--- config.mk ---
export PLATFORM = sky130hd
export DESIGN_NAME = rom_read_arbiter
export DESIGN_NICKNAME = d
export VERILOG_FILES = /design/src/rtl/rom_arb_pkg.sv /design/src/rtl/rom_read_arbiter_rr_arbiter.sv /design/src/rtl/rom_read_arbiter.sv
export SDC_FILE = /design/constraint.sdc
export NUM_CORES = 1
export LEC_CHECK = 0
export ABC_AREA = 1
export BUFFER_PORTS_ARGS = -buffer_cell sky130_fd_sc_hd__buf_2
export CORE_MARGIN = 2
export CORE_UTILIZATION = 50
export DETAILED_ROUTE_END_ITERATION = 16
export GPL_TIMING_DRIVEN = 0
export HOLD_SLACK_MARGIN = 0.06
export MAX_ROUTING_LAYER = met4
export PLACE_DENSITY_LB_ADDON = 0.25
export SYNTH_ARGS = -nofsm -noshare
export SYNTH_HDL_FRONTEND = slang
export SYNTH_SLANG_ARGS = --single-unit
--- constraint.sdc ---
create_clock -name clka -period 2.85 [get_ports clka]
set_input_delay 0.1425 -clock clka [delete_from_list [all_inputs] [get_ports clka]]
set_output_delay 0.1425 -clock clka [all_outputs]
set_load 0.02 [all_outputs]
--- src/rtl/rom_arb_pkg.sv ---
// Shared definitions for the ROM read-port arbiter.
//   arb_state_t  : control FSM states (IDLE, SCAN, DRAIN, DONE)
//   ROM_RD_LAT   : read latency of the attached synchronous ROM (addr -> douta)
//   ARB_RSP_LAT  : request transfer -> rsp_valid latency seen by a requester
package rom_arb_pkg;

    typedef enum logic [1:0] {
        IDLE  = 2'd0,
        SCAN  = 2'd1,
        DRAIN = 2'd2,
        DONE  = 2'd3
    } arb_state_t;

    localparam int ROM_RD_LAT  = 2;
    localparam int ARB_RSP_LAT = 3;

endpackage

--- src/rtl/rom_read_arbiter_rr_arbiter.sv ---
// Request arbiter for the shared ROM read port.
// Default build: round-robin, the search starts one past the last winner.
// With ROM_ARB_FIXED_PRIO_EN defined: fixed priority, lowest index wins,
// and no pointer register exists.
// Ports:
//   clka, rst_n : clock, asynchronous active-low reset
//   req         : per-requester request (already qualified by the caller)
//   adv         : a transfer happened this cycle; move the pointer to the winner
//   grant       : one-hot grant, combinational from req (and the pointer)
module rr_arbiter #(
    parameter int NREQ = 4
) (
    input  logic            clka,
    input  logic            rst_n,
    input  logic [NREQ-1:0] req,
    input  logic            adv,
    output logic [NREQ-1:0] grant
);

`ifdef ROM_ARB_FIXED_PRIO_EN

    logic unused_fp;
    assign unused_fp = ^{clka, rst_n, adv};

    // Walk from the top down so the lowest requesting index is the last write.
    always_comb begin
        grant = '0;
        for (int i = NREQ - 1; i >= 0; i--) begin
            if (req[i]) begin
                grant    = '0;
                grant[i] = 1'b1;
            end
        end
    end

`else

    localparam int PTR_W = (NREQ > 1) ? $clog2(NREQ) : 1;

    logic [PTR_W-1:0] ptr;
    logic [PTR_W-1:0] gnt_idx;
    logic [PTR_W-1:0] cand_idx;
    int               cand;
    logic             found;

    // Candidate order is ptr+1, ptr+2, ... wrapping, so the previous winner
    // is considered last.
    always_comb begin
        grant    = '0;
        gnt_idx  = ptr;
        found    = 1'b0;
        cand     = 0;
        cand_idx = '0;
        for (int k = 1; k <= NREQ; k++) begin
            cand = int'(ptr) + k;
            if (cand >= NREQ) begin
                cand = cand - NREQ;
            end
            cand_idx = PTR_W'(cand);
            if (!found && req[cand_idx]) begin
                found           = 1'b1;
                grant[cand_idx] = 1'b1;
                gnt_idx         = cand_idx;
            end
        end
    end

    // Reset value NREQ-1 makes requester 0 the first candidate.
    always_ff @(posedge clka or negedge rst_n) begin
        if (!rst_n) begin
            ptr <= PTR_W'(NREQ - 1);
        end else if (adv) begin
            ptr <= gnt_idx;
        end
    end

`endif

endmodule

--- src/rtl/rom_read_arbiter.sv ---
// Shares one synchronous ROM read port (2-cycle latency, ena-gated first
// stage) between NREQ requesters, and provides a built-in full-ROM scan that
// XORs every word into a checksum.
// Optional build macro: ROM_ARB_FIXED_PRIO_EN selects fixed priority
// (lowest index wins) instead of round-robin arbitration.
// Ports:
//   clka, rst_n     : clock, asynchronous active-low reset
//   req_valid       : per-requester read request (held until req_ready)
//   req_addr        : packed addresses, requester i at [i*MXADRB +: MXADRB]
//   req_ready       : one-hot grant (combinational), only in IDLE
//   rsp_valid       : one-hot, read data for requester i valid this cycle
//   rsp_data        : read data shared by all requesters (douta pass-through)
//   scan_start      : pulse, starts a full-ROM scan (ignored unless IDLE)
//   scan_busy       : scan in progress
//   scan_done       : one-cycle pulse, scan_checksum is final
//   scan_checksum   : XOR of all ROM words read by the last scan
//   rom_ena         : ROM ena (registered)
//   rom_addra       : ROM addra (registered, holds when idle)
//   rom_douta       : ROM douta
// Timing: transfer in cycle T -> rom_ena/rom_addra in T+1 -> rsp_valid in T+3.
module rom_read_arbiter
    import rom_arb_pkg::*;
#(
    parameter int NREQ      = 4,
    parameter int MXADRB    = 9,
    parameter int MXDATB    = 11,
    parameter int ROMLENGTH = 1 << MXADRB
) (
    input  logic                   clka,
    input  logic                   rst_n,
    input  logic [NREQ-1:0]        req_valid,
    input  logic [NREQ*MXADRB-1:0] req_addr,
    output logic [NREQ-1:0]        req_ready,
    output logic [NREQ-1:0]        rsp_valid,
    output logic [MXDATB-1:0]      rsp_data,
    input  logic                   scan_start,
    output logic                   scan_busy,
    output logic                   scan_done,
    output logic [MXDATB-1:0]      scan_checksum,
    output logic                   rom_ena,
    output logic [MXADRB-1:0]      rom_addra,
    input  logic [MXDATB-1:0]      rom_douta
);

    // One extra bit so the counter can step past the last address without wrapping.
    localparam logic [MXADRB:0] CNT_LAST = (MXADRB + 1)'(ROMLENGTH - 1);

    arb_state_t        state;
    arb_state_t        state_nxt;
    logic [MXADRB:0]   scan_cnt;
    logic              arb_en;
    logic              scan_go;
    logic              scan_issue;
    logic              xfer;
    logic [NREQ-1:0]   xfer_vec;
    logic [MXADRB-1:0] gnt_addr;

    logic [NREQ-1:0]   tag_p0;
    logic [NREQ-1:0]   tag_p1;
    logic [NREQ-1:0]   tag_p2;
    logic              scan_p0;
    logic              scan_p1;
    logic              scan_p2;

    // A scan_start in IDLE takes the port: no grant is issued that cycle, so
    // any waiting requester is served after the scan.
    assign scan_go    = (state == IDLE) && scan_start;
    assign arb_en     = (state == IDLE) && !scan_start;
    assign scan_issue = (state == SCAN);
    assign xfer_vec   = req_valid & req_ready;
    assign xfer       = |xfer_vec;

    rr_arbiter #(
        .NREQ (NREQ)
    ) u_arb (
        .clka  (clka),
        .rst_n (rst_n),
        .req   (req_valid & {NREQ{arb_en}}),
        .adv   (xfer),
        .grant (req_ready)
    );

    always_comb begin
        gnt_addr = '0;
        for (int i = 0; i < NREQ; i++) begin
            if (req_ready[i]) begin
                gnt_addr = req_addr[i*MXADRB +: MXADRB];
            end
        end
    end

    always_ff @(posedge clka or negedge rst_n) begin
        if (!rst_n) begin
            state <= IDLE;
        end else begin
            state <= state_nxt;
        end
    end

    // DRAIN leaves once only the stage-3 slot can still hold a scan read:
    // that last word is absorbed this cycle, so DONE sees the final checksum.
    always_comb begin
        state_nxt = state;
        scan_busy = 1'b0;
        scan_done = 1'b0;
        case (state)
            IDLE: begin
                if (scan_start) begin
                    state_nxt = SCAN;
                end
            end
            SCAN: begin
                scan_busy = 1'b1;
                if (scan_cnt == CNT_LAST) begin
                    state_nxt = DRAIN;
                end
            end
            DRAIN: begin
                scan_busy = 1'b1;
                if (!(scan_p0 || scan_p1)) begin
                    state_nxt = DONE;
                end
            end
            DONE: begin
                scan_done = 1'b1;
                state_nxt = IDLE;
            end
            default: begin
                state_nxt = IDLE;
            end
        endcase
    end

    always_ff @(posedge clka or negedge rst_n) begin
        if (!rst_n) begin
            scan_cnt <= '0;
        end else if (scan_go) begin
            scan_cnt <= '0;
        end else if (scan_issue) begin
            scan_cnt <= scan_cnt + 1'b1;
        end
    end

    // ---- stage p0: issue to ROM (ena/addr registered, tag follows) ----
    always_ff @(posedge clka or negedge rst_n) begin
        if (!rst_n) begin
            rom_ena   <= 1'b0;
            rom_addra <= '0;
            tag_p0    <= '0;
            scan_p0   <= 1'b0;
        end else begin
            rom_ena <= xfer || scan_issue;
            tag_p0  <= xfer_vec;
            scan_p0 <= scan_issue;
            if (xfer) begin
                rom_addra <= gnt_addr;
            end else if (scan_issue) begin
                rom_addra <= scan_cnt[MXADRB-1:0];
            end
        end
    end

    // ---- stage p1: ROM first read stage loads ----
    always_ff @(posedge clka or negedge rst_n) begin
        if (!rst_n) begin
            tag_p1  <= '0;
            scan_p1 <= 1'b0;
        end else begin
            tag_p1  <= tag_p0;
            scan_p1 <= scan_p0;
        end
    end

    // ---- stage p2: ROM douta valid, tag aligned with it ----
    always_ff @(posedge clka or negedge rst_n) begin
        if (!rst_n) begin
            tag_p2  <= '0;
            scan_p2 <= 1'b0;
        end else begin
            tag_p2  <= tag_p1;
            scan_p2 <= scan_p1;
        end
    end

    assign rsp_valid = tag_p2;
    assign rsp_data  = rom_douta;

    always_ff @(posedge clka or negedge rst_n) begin
        if (!rst_n) begin
            scan_checksum <= '0;
        end else if (scan_go) begin
            scan_checksum <= '0;
        end else if (scan_p2) begin
            scan_checksum <= scan_checksum ^ rom_douta;
        end
    end

endmodule

; ---- Word-level counts from Yosys, hierarchy flattened
; Index checks and enable logic that the tools add are counted.
; Widths: inputs -> output; s select.
[classes]
add_sub_neg = 9
n_reduce_logical = 24
order_cmp = 12
eq_ne = 7
n_mux = 47
n_bitwise = 6
[ops]
columns = op, n
row1 = $mux 9, 6
row2 = $mux 11, 2
row3 = $mux 2, 11
row4 = $mux 10, 2
row5 = $mux 4, 4
row6 = $mux 1, 13
row7 = $lt 2x3->1 const B, 4
row8 = $or 4x4->4, 3
row9 = $xor 11x11->11, 1
row10 = $add 10x1->10 const B, 1
row11 = $eq 10x9->1 const B, 1
row12 = $ge 3x3->1 const B, 3
row13 = $logic_and 1x1->1, 9
row14 = $and 4x4->4, 2
row15 = $bmux 1 s2, 4
row16 = $demux 1 s2, 4
row17 = $ge 2x1->1 const B, 4
row18 = $pmux 2 s4, 1
row19 = $sub 2x1->2 const B, 4
row20 = $add 2x2->3 const B, 2
row21 = $reduce_bool 2->1, 3
row22 = $add 2x3->4 const B, 1
row23 = $eq 2x2->1 const B, 2
row24 = $ge 4x3->1 const B, 1
row25 = other kinds (12), 17
[totals]
out_inout_bits = 42
in_bits = 54
wordCells = 117
ff_bits = 50

; ---- Depth between registers and ports, before layout
; Gate-level depths: netlist (run 1).
[depth]
word_depth = 20
mapped_depth = 19
mapped_depth_nobuf = 18

; ---- Hierarchy
; Synthesis (run 1) repeated with hierarchy kept, for this count alone.
[unflattened]
cells_unflattened = 390
area_unflattened_um2 = 3085.5
[by_module_without_submodules]
columns = mod, area_each_um2, n_inst, cells_each, seq_area_each_um2
row1 = rom_read_arbiter, 2502.4, 1, 299, 1201.2
row2 = rr_arbiter, 583.1, 1, 91, 52.6

; ---- Least setup slack after synthesis (run 1)
; No wires, ideal clock.
[synth_timing]
kind = reg-to-reg
startpoint = register u_arb.ptr[0]
endpoint = register rom_addra[0]
t_required_ns = 2.725
t_arrival_ns = 2.300
slack_ns = 0.425
stages_incl_launch_ff = 16
path_buffers = 2
path_cell_list = dfstp_2 -> buf_4 -> inv_4 -> ha_1 -> inv_1 -> nand3_1 -> nand2_2 -> nor2_4 -> nand4_1 -> nand2_2 -> buf_2 -> a21oi_1 -> nand2_1 -> nand2_1 -> nand2_1 -> nand3_1
[synth_lines]
columns = item, line
row1 = start: declaration, rom_read_arbiter_rr_arbiter.sv:40  ; logic [PTR_W-1:0] ptr;
row2 = start signal: assignment, rom_read_arbiter_rr_arbiter.sv:71  ; ptr <= PTR_W'(NREQ - 1);
row3 = start signal: assignment, rom_read_arbiter_rr_arbiter.sv:73  ; ptr <= gnt_idx;
row4 = "parallel branches: the longest is 14 deep, another holds $add 2x1->3", -
row5 = $mux 4 (*), rom_read_arbiter_rr_arbiter.sv:60  ; if (!found && req[cand_idx]) begin
row6 = named net req_ready[1], rom_read_arbiter.sv:33  ; output logic [NREQ-1:0] req_ready,
row7 = $mux 9 (3 in series), rom_read_arbiter.sv:86  ; if (req_ready[i]) begin
row8 = $mux 9, rom_read_arbiter.sv:155  ; if (xfer) begin
row9 = end signal: assignment, rom_read_arbiter.sv:156  ; rom_addra <= gnt_addr;
row10 = end signal: assignment, rom_read_arbiter.sv:158  ; rom_addra <= scan_cnt[MXADRB-1:0];
row11 = end: declaration, rom_read_arbiter.sv:41  ; output logic [MXADRB-1:0] rom_addra,
; Mark *: on every way through the listed nets, which the timed path passes. The select of a mux whose other input is x is not followed.
; A chain may end at the register's enable or synchronous reset.

; ---- Worst setup path in the final report (run 1)
[layout_timing]
startpoint = register u_arb.ptr[0]
endpoint = output port req_ready[0]
[layout_via]
elab_chain_len = 15
[layout_rtl]
columns = item, line
row1 = "parallel branches: the longest is 14 deep, another holds $add 2x1->3", -
row2 = $mux 4 (*), rom_read_arbiter_rr_arbiter.sv:60
row3 = end: declaration, rom_read_arbiter.sv:33
; Mark *: on every way between the ends. The select of a mux whose other input is x is not followed.

==> results of run 1 <==
[report_power, final]
group / internal [W] / switching [W] / total [W]
Sequential: 0.00103 / 0.000183 / 0.00122
Clock: 0.000261 / 0.000243 / 0.000504
Combinational: 0.00132 / 0.00227 / 0.00359
[stage by stage]
step	power, W	TNS, ps
6_report	0.00531	0
4_1_cts	0.00524	0
5_1_grt	0.00584	-0.479
3_5_place_dp	0.00465	0
3_3_place_gp	0.00454	0
2_1_floorplan	0.00383	0
[synthesized netlist by cell type]
master     n  share of area, %
inv_2      6              0.73
nand2_2   11               2.2
buf_4     14               3.4
nor3_1     5              0.81
nor4_1     2              0.40
clkinv_1   3              0.36
nand3_2    5               1.6
nand2_4    3               1.1
nor2_4     1              0.36
nand2_1   91                11
inv_1     29               3.5
nor3b_1    1              0.24
a21oi_1   39               6.3
clkbuf_1   3              0.36
dfstp_2    2               1.7
nor2_2     1              0.20
nor2_1    42               5.1
o211ai_1   2              0.49
inv_4      1              0.20
nand4_1    9               1.8
o21bai_1   2              0.49
buf_2      5              0.81
nor2_8     1              0.65
buf_6      3               1.1
o21ai_1    3              0.49
ha_1      13               5.3
o21ai_0   10               1.6
nand3_1   54               8.7
dfrtp_1   48                39
[per-layer routing]
| layer | wire, um | up-vias | share of wire (%) |
|---|---|---|---|
| met3 | 537 | 10 | 7.4 |
| li1 | - | 1539 | - |
| met4 | 97 | 0 | 1.3 |
| met5 | 0 | - | 0 |
| met2 | 3520 | 128 | 49 |
| met1 | 3080 | 1356 | 43 |
[layout by cell type (no fill, tap or decap), drive strengths merged]
cell type / n
bufinv: 1
a21oi: 39
dfstp: 2
inv: 36
clkinv: 3
nand2: 105
nor3: 5
o21ai: 13
o211ai: 2
nor2: 45
nand3: 59
nor4: 2
clkinvlp: 2
buf: 120
o21bai: 2
dfrtp: 48
dlygate4sd3: 1
nor3b: 1
clkbuf: 9
nand4: 9
ha: 13
[what timing repair did]
| item | in CTS | in global routing |
|---|---|---|
| hold buffers | 1 | 0 |
| resized for setup | 3 | 9 |
| buffers inserted | 2 | 3 |
| endpoints found under the hold margin | 3 | 0 |
| pin swaps | 1 | 1 |
| endpoints found under the setup margin | 4 | 13 |
[worst max-delay path, stage by stage (launching register included)]
cell and delay (ps):
dfstp_2 540, buf_4 160, inv_4 90, ha_4 310, inv_1 80, nand3_1 90, nand2_2 110, nor2_4 190
buf_4 140, nand4_1 100, nand3_2 130, buf_4 170, buf_4 150
[flip-flops by register name (all words and copies together), names as in the netlist]
register and flops:
rom_addra 9, rom_ena 1, rsp_valid 4, scan_checksum 11, scan_cnt 10, scan_p0 1, scan_p1 1, scan_p2 1
state 2, tag_p0 4, tag_p1 4, u_arb.ptr 2
[logic make-up after synthesis]
group           count (synthesis)  synth area share (%)
simple gates                  226                  34.3
fa+ha+maj                      13                  5.26
buf+inv                        64                  10.5
flops                          50                  40.6
compound gates                 56                  9.39
[path summary, 6_finish.rpt]
path,to,slack [ps],cells after the start
worst min register to register,rsp_valid[0]$_DFF_PN0_,350,0
max in group asynchronous,rom_addra[3]$_DFFE_PN0P_,1620,2
worst max-delay path,req_ready[0],140,12
min in group asynchronous,scan_checksum[2]$_DFFE_PN0P_,550,2
worst max register to register,rom_addra[5]$_DFFE_PN0P_,180,17
worst min-delay path,scan_checksum[4]$_DFFE_PN0P_,110,4
[area by class of cell]
cell class                 instances  share of cell area (%)
multi-input combinational        295                    39.9
timing repair buffer             101                    13.6
clock buffer                       5                    1.79
sequential                        50                    32.5
buffer                            24                    4.74
inverter                          39                    3.86
clock inverter                     3                    1.17
tap                               75                    2.43
==> flow_summary.ini, run 1 <==
[global_route]
antenna_found_initial = 0
use_met3_pct = 3.80
met2_usage_pct = 37.5
grt_pass1_wl_um = 11800
met1_usage_pct = 28.7
grt_overflow = 0
grt_max_degree = 51
grt_usage_pct = 22.8
top_usage_layer = met2
grt_pass1_vias = 2643

[routing]
first_pass_iters = 5
ant_nets = 0
drc = 0
drt-vias-per-instance = 5.12
routedWlPerCell_um = 12.2
routed_wl_um = 7230
drtIter0Drc = 189
vias = 3033

[setup_path]
reg2reg_from = u_arb.ptr[0]$_DFFE_PN1P_
critPathArrivalTime_ps = 2570
critical_path_peak_fanout = 11
crit_required_ps = 2710
cp-startpoint = u_arb.ptr[0]$_DFFE_PN1P_
start_kind = flop
crit_type = reg -> out
end_kind = output pin

[placed_design]
gp_congestion = 0.912
place_area_um2 = 3660
pre_cts_ws_ps = 88.4
port_buffers = 95
dp_hpwl_um = 5370
post-place-cells = 579

[die]
die_w_um = 82.6
dieArea_um2 = 6830
start_util_pct = 51.9
pin_count = 96
coreArea_um2 = 5960
row_count = 28
die_h_um = 82.6

[yosys]
yosys_warnings = 0
ys_seq_area_share_pct = 40.6
ys_types = 29
syn-num-nets = 476
postSynthCellCount = 409
ys_ff_latch = 50
avgSynthCellArea_um2 = 7.56
syn_area_um2 = 3090

[cells_and_area]
nets = 583
stdcell_area_um2 = 3850
post-route-util_pct = 64.7
multi_input_area_um2 = 1540
register_area_um2 = 1250
fillers = 512
n_antenna_cell = 0
area_growth_pct = 24.7
stdcell_count = 592
drive_above_1_share_pct = 31.5

[cts]
cts.path.max_buffers = 2
root_buffer = clkbuf_8
cts_sinks = 50
htree_levels = 2
path_clk_slew_ps = 90
cts_tree = built
insertion_delay_ps = 310
cts_buffers = 5

[timing]
whs_ps = 106
setup_slack_ps = 142
hold_viol = 0
finClkSkew_ps = 8.25
fin_crit_sh_pct = 95.0
min_period_ps = 2710
drv_slew = 0
finalSetupViolCount = 0
clock.fmax_ghz = 0.369
worstMarginPinSlew_ps = 1080
relSlewSlack_pct = 27.8

[power]
p_per_area_nw_per_um2 = 1380
ir_worst_vdd_uv = 980
leakage_nw = 2.16

[min_path]
hold_start = rom_douta[4]
hp-class = in -> reg

[outcome]
status = finished, final reports clean

[flow_run]
drv_cap = 0
(Power assumes the default switching activity.)
==> run 2, diff against run 1 <==
--- a/config.mk
+++ b/config.mk
@@ -13,7 +13,8 @@
 export GPL_TIMING_DRIVEN = 0
 export HOLD_SLACK_MARGIN = 0.06
 export MAX_ROUTING_LAYER = met4
-export PLACE_DENSITY_LB_ADDON = 0.25
+export PLACE_DENSITY = 0.78
+export SKIP_CTS_REPAIR_TIMING = 1
 export SYNTH_ARGS = -nofsm -noshare
 export SYNTH_HDL_FRONTEND = slang
 export SYNTH_SLANG_ARGS = --single-unit
==> flow_summary.ini, run 2 (same netlist as run 1, synthesis figures left out) <==
[die]
die_w_um = 82.6
die_h_um = 82.6
dieArea_um2 = 6830
row_count = 28
coreArea_um2 = 5960
start_util_pct = 51.9
pin_count = 96

[setup_path]
critical_path_peak_fanout = 11
cp_top_family = buffers and inverters
r2r_slack_ps = 320
end_kind = output pin
crit_type = reg -> out
crit_required_ps = 2710
cp.depth = 12
slowest_stage = dfstp_2
path_cells = buf_6 -> inv_4 -> ha_4 -> inv_1 -> nand3_1 -> nand2_2 -> nor2_4 -> nand3_1 -> nand3_2 -> buf_6 -> buf_4 -> buf_4
reg2reg_from = u_arb.ptr[0]$_DFFE_PN1P_
rr_worst_depth = 17
reg2reg_to = rom_addra[6]$_DFFE_PN0P_
cp.buffers_inverters = 6
critPathMaxStageDelay_ps = 550
critPathArrivalTime_ps = 2570
start_kind = flop

[timing]
clock.fmax_ghz = 0.368
fin_crit_sh_pct = 95.3
finClkSkew_ps = 4.70
min_period_ps = 2720
finalSetupViolCount = 0
tns_ps = 0
worstMarginPinSlew_ps = 1070
whs_ps = 16.1
hold_viol = 0
drv_slew = 0
relSlewSlack_pct = 29.0

[cells_and_area]
drive_above_1_share_pct = 31.6
layout_commonest_cell = buf_2
final_cell_mix = buf_2 (98), nand2_1 (91), nand3_1 (53)
area_growth_pct = 24.2
nets = 582
regMostFlops = scan_checksum
n_antenna_cell = 0
largest_register_ff_count = 11
reg_top3 = scan_checksum: 11 flops, scan_cnt: 10 flops, rom_addra: 9 flops
stdcell_count = 591

[cts]
cts_sinks = 50
htree_levels = 2
cts.path.max_buffers = 2
path_clk_slew_ps = 90
cts_buffers = 5
root_buffer = clkbuf_8
cts_tree = built
insertion_delay_ps = 300

[global_route]
met2_usage_pct = 38.6
grt_pass1_wl_um = 11400
grt_overflow = 0
antenna_found_initial = 0
met1_usage_pct = 26.3
top_usage_layer = met2
grt_max_degree = 51
use_met3_pct = 2.61
grt_usage_pct = 21.9
grt_pass1_vias = 2584

[power]
power_switching_w = 0.00269
p_per_area_nw_per_um2 = 1380
leakage_nw = 2.15
clkPwrFrac_pct = 9.3
power_frac_comb_pct = 67.7
ir_worst_vdd_uv = 1040
power.internal_w = 0.00259
p_sw_share_pct = 51.0
power_frac_seq_pct = 22.9

[placed_design]
port_buffers = 95
gp_congestion = 0.889
dp_hpwl_um = 5310
post-place-cells = 579

[routing]
routedWlPerCell_um = 12.1
vias = 3021
drc = 0
ant_nets = 0
drtIter0Drc = 141
drt-vias-per-instance = 5.11
routed_wl_um = 7140
first_pass_iters = 4

[min_path]
hp-class = in -> async

[outcome]
status = finished, final reports clean

[flow_run]
drv_cap = 0
## run 2: changes by cell type in the layout (fill, tap and decap cells not counted), sizes merged
| cell | before | now |
|---|---|---|
| dlygate4sd3 | 1 | 0 |
## run 2: cell type report
cell class                      instances  area [um^2]
Multi-Input combinational cell        295         1540
Tap cell                               75         93.8
Sequential cell                        50         1250
Timing Repair Buffer                   99          508
Inverter                               39          149
Clock inverter                          3         45.0
Fill cell                             555         2120
Buffer                                 25          185
Clock buffer                            5         68.8
## run 2: how the worst max path moves through the flow
stage	start	end	slack (ps)
2_1_floorplan	u_arb.ptr[0]$_DFFE_PN1P_	rom_addra[0]$_DFFE_PN0P_	430
3_3_place_gp	u_arb.ptr[0]$_DFFE_PN1P_	rom_addra[5]$_DFFE_PN0P_	170
3_5_place_dp	u_arb.ptr[0]$_DFFE_PN1P_	rom_addra[6]$_DFFE_PN0P_	120
4_1_cts	u_arb.ptr[0]$_DFFE_PN1P_	req_ready[2]	-160
5_1_grt	u_arb.ptr[0]$_DFFE_PN1P_	req_ready[2]	-30
6_report	u_arb.ptr[0]$_DFFE_PN1P_	req_ready[2]	130
## run 2: worst reg2reg max path, stage by stage (launching register included)
cell	delay [ps]
dfstp_2	550
buf_6	130
inv_4	80
ha_4	310
inv_1	80
nand3_1	100
nand2_2	90
nand3_2	120
nor2_1	50
nor2_1	110
nand2_1	140
nand2_2	120
nand2_4	70
nor2_8	160
buf_6	170
nor2_1	50
nand2_1	60
nand2_1	50
## run 2: power groups by stage
stage | registers, W | clock network (W) | logic [W]
6_report | 0.00121 | 0.000494 | 0.00358
5_1_grt | 0.00124 | 0.000536 | 0.00403
4_1_cts | 0.00123 | 0.000511 | 0.00343
3_5_place_dp | 0.00124 | 0 | 0.00340
3_3_place_gp | 0.00123 | 0 | 0.00332
2_1_floorplan | 0.00141 | 0 | 0.00242
## run 2: metrics by stage
stage	power, W	util, %	worst slack, ps	cell area [um^2]
after global placement	0.00455	61.5	171	3660
after detailed placement	0.00464	61.5	123	3660
after global routing	0.00581	64.5	-34.4	3840
after CTS	0.00517	63.4	-155	3770
final	0.00529	64.5	134	3840
after floorplan	0.00383	-	425	3090
## run 2: metal layers
metal  up-vias  wire length [um]
met2       116              3440
li1       1541                 -
met3         5               447
met5         -                 0
met4         0                81
met1      1359              3170
==> run 3, diff against run 2 <==
--- a/config.mk
+++ b/config.mk
@@ -6,14 +6,13 @@
 export NUM_CORES = 1
 export LEC_CHECK = 0
 export ABC_AREA = 1
-export BUFFER_PORTS_ARGS = -buffer_cell sky130_fd_sc_hd__buf_2
 export CORE_MARGIN = 2
 export CORE_UTILIZATION = 50
 export DETAILED_ROUTE_END_ITERATION = 16
+export DONT_BUFFER_PORTS = 1
 export GPL_TIMING_DRIVEN = 0
 export HOLD_SLACK_MARGIN = 0.06
 export MAX_ROUTING_LAYER = met4
-export PLACE_DENSITY = 0.78
 export SKIP_CTS_REPAIR_TIMING = 1
 export SYNTH_ARGS = -nofsm -noshare
 export SYNTH_HDL_FRONTEND = slang
==> constraint.sdc (replaced) <==
create_clock -name clka -period 2.85 [get_ports clka]
set_input_delay 0.285 -clock clka [delete_from_list [all_inputs] [get_ports clka]]
set_output_delay 0.285 -clock clka [all_outputs]
set_load 0.02 [all_outputs]
==> flow_summary.ini, run 3 (same netlist as run 1, synthesis figures left out) <==
[outcome]
status = finished, final reports clean

[placed_design]
gp_congestion = 0.850
post-place-cells = 484
pre_cts_ws_ps = 40.5
place_area_um2 = 3190
dp_hpwl_um = 5180
port_buffers = 0

[cells_and_area]
area_growth_pct = 9.43
post-route-util_pct = 56.8
regMostFlops = scan_checksum
n_antenna_cell = 0
final_cell_mix = nand2_1 (91), nand3_1 (53), dfrtp_1 (48)
drive_above_1_share_pct = 15.7
stdcell_count = 496
fillers = 576
layout_commonest_cell = nand2_1
stdcell_area_um2 = 3380
nets = 487
largest_register_ff_count = 11
reg_top3 = scan_checksum: 11 flops, scan_cnt: 10 flops, rom_addra: 9 flops

[timing]
finClkSkew_ps = 9.55
relSlewSlack_pct = 64.8
rsz0062_at_grt = no
setup_slack_ps = 177
whs_ps = 117
fin_crit_sh_pct = 93.8
min_period_ps = 2670
clock.fmax_ghz = 0.374
drv_slew = 0
finalSetupViolCount = 0
hold_viol = 0
worstMarginPinSlew_ps = 523

[min_path]
hold_start = req_valid[1]
hp-class = in -> reg

[cts]
cts.path.max_buffers = 2
insertion_delay_ps = 310
root_buffer = clkbuf_8
cts_buffers = 5
htree_levels = 2
cts_sinks = 50
path_clk_slew_ps = 80
cts_tree = built

[setup_path]
critPathMaxStageDelay_ps = 660
reg2reg_from = u_arb.ptr[1]$_DFFE_PN1P_
cp.buffers_inverters = 3
crit_type = reg -> out
path_cells = inv_2 -> ha_4 -> inv_1 -> nand3_1 -> nand2_2 -> nor2_4 -> nand4_1 -> nand2_1 -> clkbuf_4
start_kind = flop
reg2reg_to = rom_addra[5]$_DFFE_PN0P_
cp-startpoint = u_arb.ptr[1]$_DFFE_PN1P_
slowest_stage = dfstp_2
cp.depth = 9
critPathArrivalTime_ps = 2390
rr_worst_depth = 13
critical_path_peak_fanout = 11
end_kind = output pin
crit_required_ps = 2570
r2r_slack_ps = 270
cp_top_family = flip-flops
worstSetupEndpoint = req_ready[3]

[routing]
drtIter0Drc = 102
routed_wl_um = 6840
ant_nets = 0
drt-vias-per-instance = 5.24
vias = 2600
first_pass_iters = 4
drc = 0
routedWlPerCell_um = 13.8

[global_route]
grt_max_degree = 51
antenna_found_initial = 0
grt_overflow = 0
grt_pass1_wl_um = 10800
grt_pass1_vias = 2342
grt_usage_pct = 21.1

[flow_run]
drv_cap = 0

[power]
ir_worst_vdd_uv = 1000
leakage_nw = 1.77
p_per_area_nw_per_um2 = 1480

[die]
pin_count = 96
dieArea_um2 = 6830
row_count = 28
die_w_um = 82.6
coreArea_um2 = 5960
start_util_pct = 51.9
die_h_um = 82.6
[run 3: cell count changes in the layout (fill, tap and decap cells not counted), sizes merged]
cell and change:
clkinv +2, dlygate4sd3 +1, clkinvlp -2, buf -98, clkbuf +2
[run 3: how the worst min path moves through the flow]
| stage | end | slack [ps] | cells past startpoint |
|---|---|---|---|
| 2_1_floorplan | rom_addra[0]$_DFFE_PN0P_ | -10 | 0 |
| 3_3_place_gp | scan_checksum[6]$_DFFE_PN0P_ | -10 | 0 |
| 3_5_place_dp | scan_checksum[6]$_DFFE_PN0P_ | -9 | 0 |
| 4_1_cts | scan_checksum[1]$_DFFE_PN0P_ | -350 | 0 |
| 5_1_grt | tag_p0[1]$_DFF_PN0_ | 130 | 2 |
| 6_report | tag_p0[1]$_DFF_PN0_ | 120 | 2 |
[run 3: area by class of cell]
class                      count  area (um^2)  share of cell area (%)
clock inverter                 3         40.0                    1.18
clock buffer                   5         68.8                    2.03
tap                           75         93.8                    2.77
multi-input combinational    295         1530                    45.3
inverter                      39          149                    4.40
buffer                        25          194                    5.73
timing repair buffer           4         52.6                    1.55
sequential                    50         1250                    37.1
[run 3: metal layers]
metal,GRT usage [%],part of all wire [%]
met3,5.11,8.4
met2,33.3,45
met4,6.39,1.2
met5,-,0
met1,27.1,45
[run 3: power by group]
part	switching [W]	leakage (nW)	internal (W)	total, W
clock	0.000232	0.0579	0.000258	0.000490
sequential	0.000424	0.642	0.00103	0.00146
combinational	0.00193	1.07	0.00112	0.00305
[run 3: metrics by stage]
| step | total power (W) | TNS, ps |
|---|---|---|
| final | 0.00500 | 0 |
| after CTS | 0.00490 | -406 |
| after floorplan | 0.00383 | 0 |
| after global routing | 0.00552 | 0 |
| after detailed placement | 0.00440 | 0 |
| after global placement | 0.00434 | 0 |
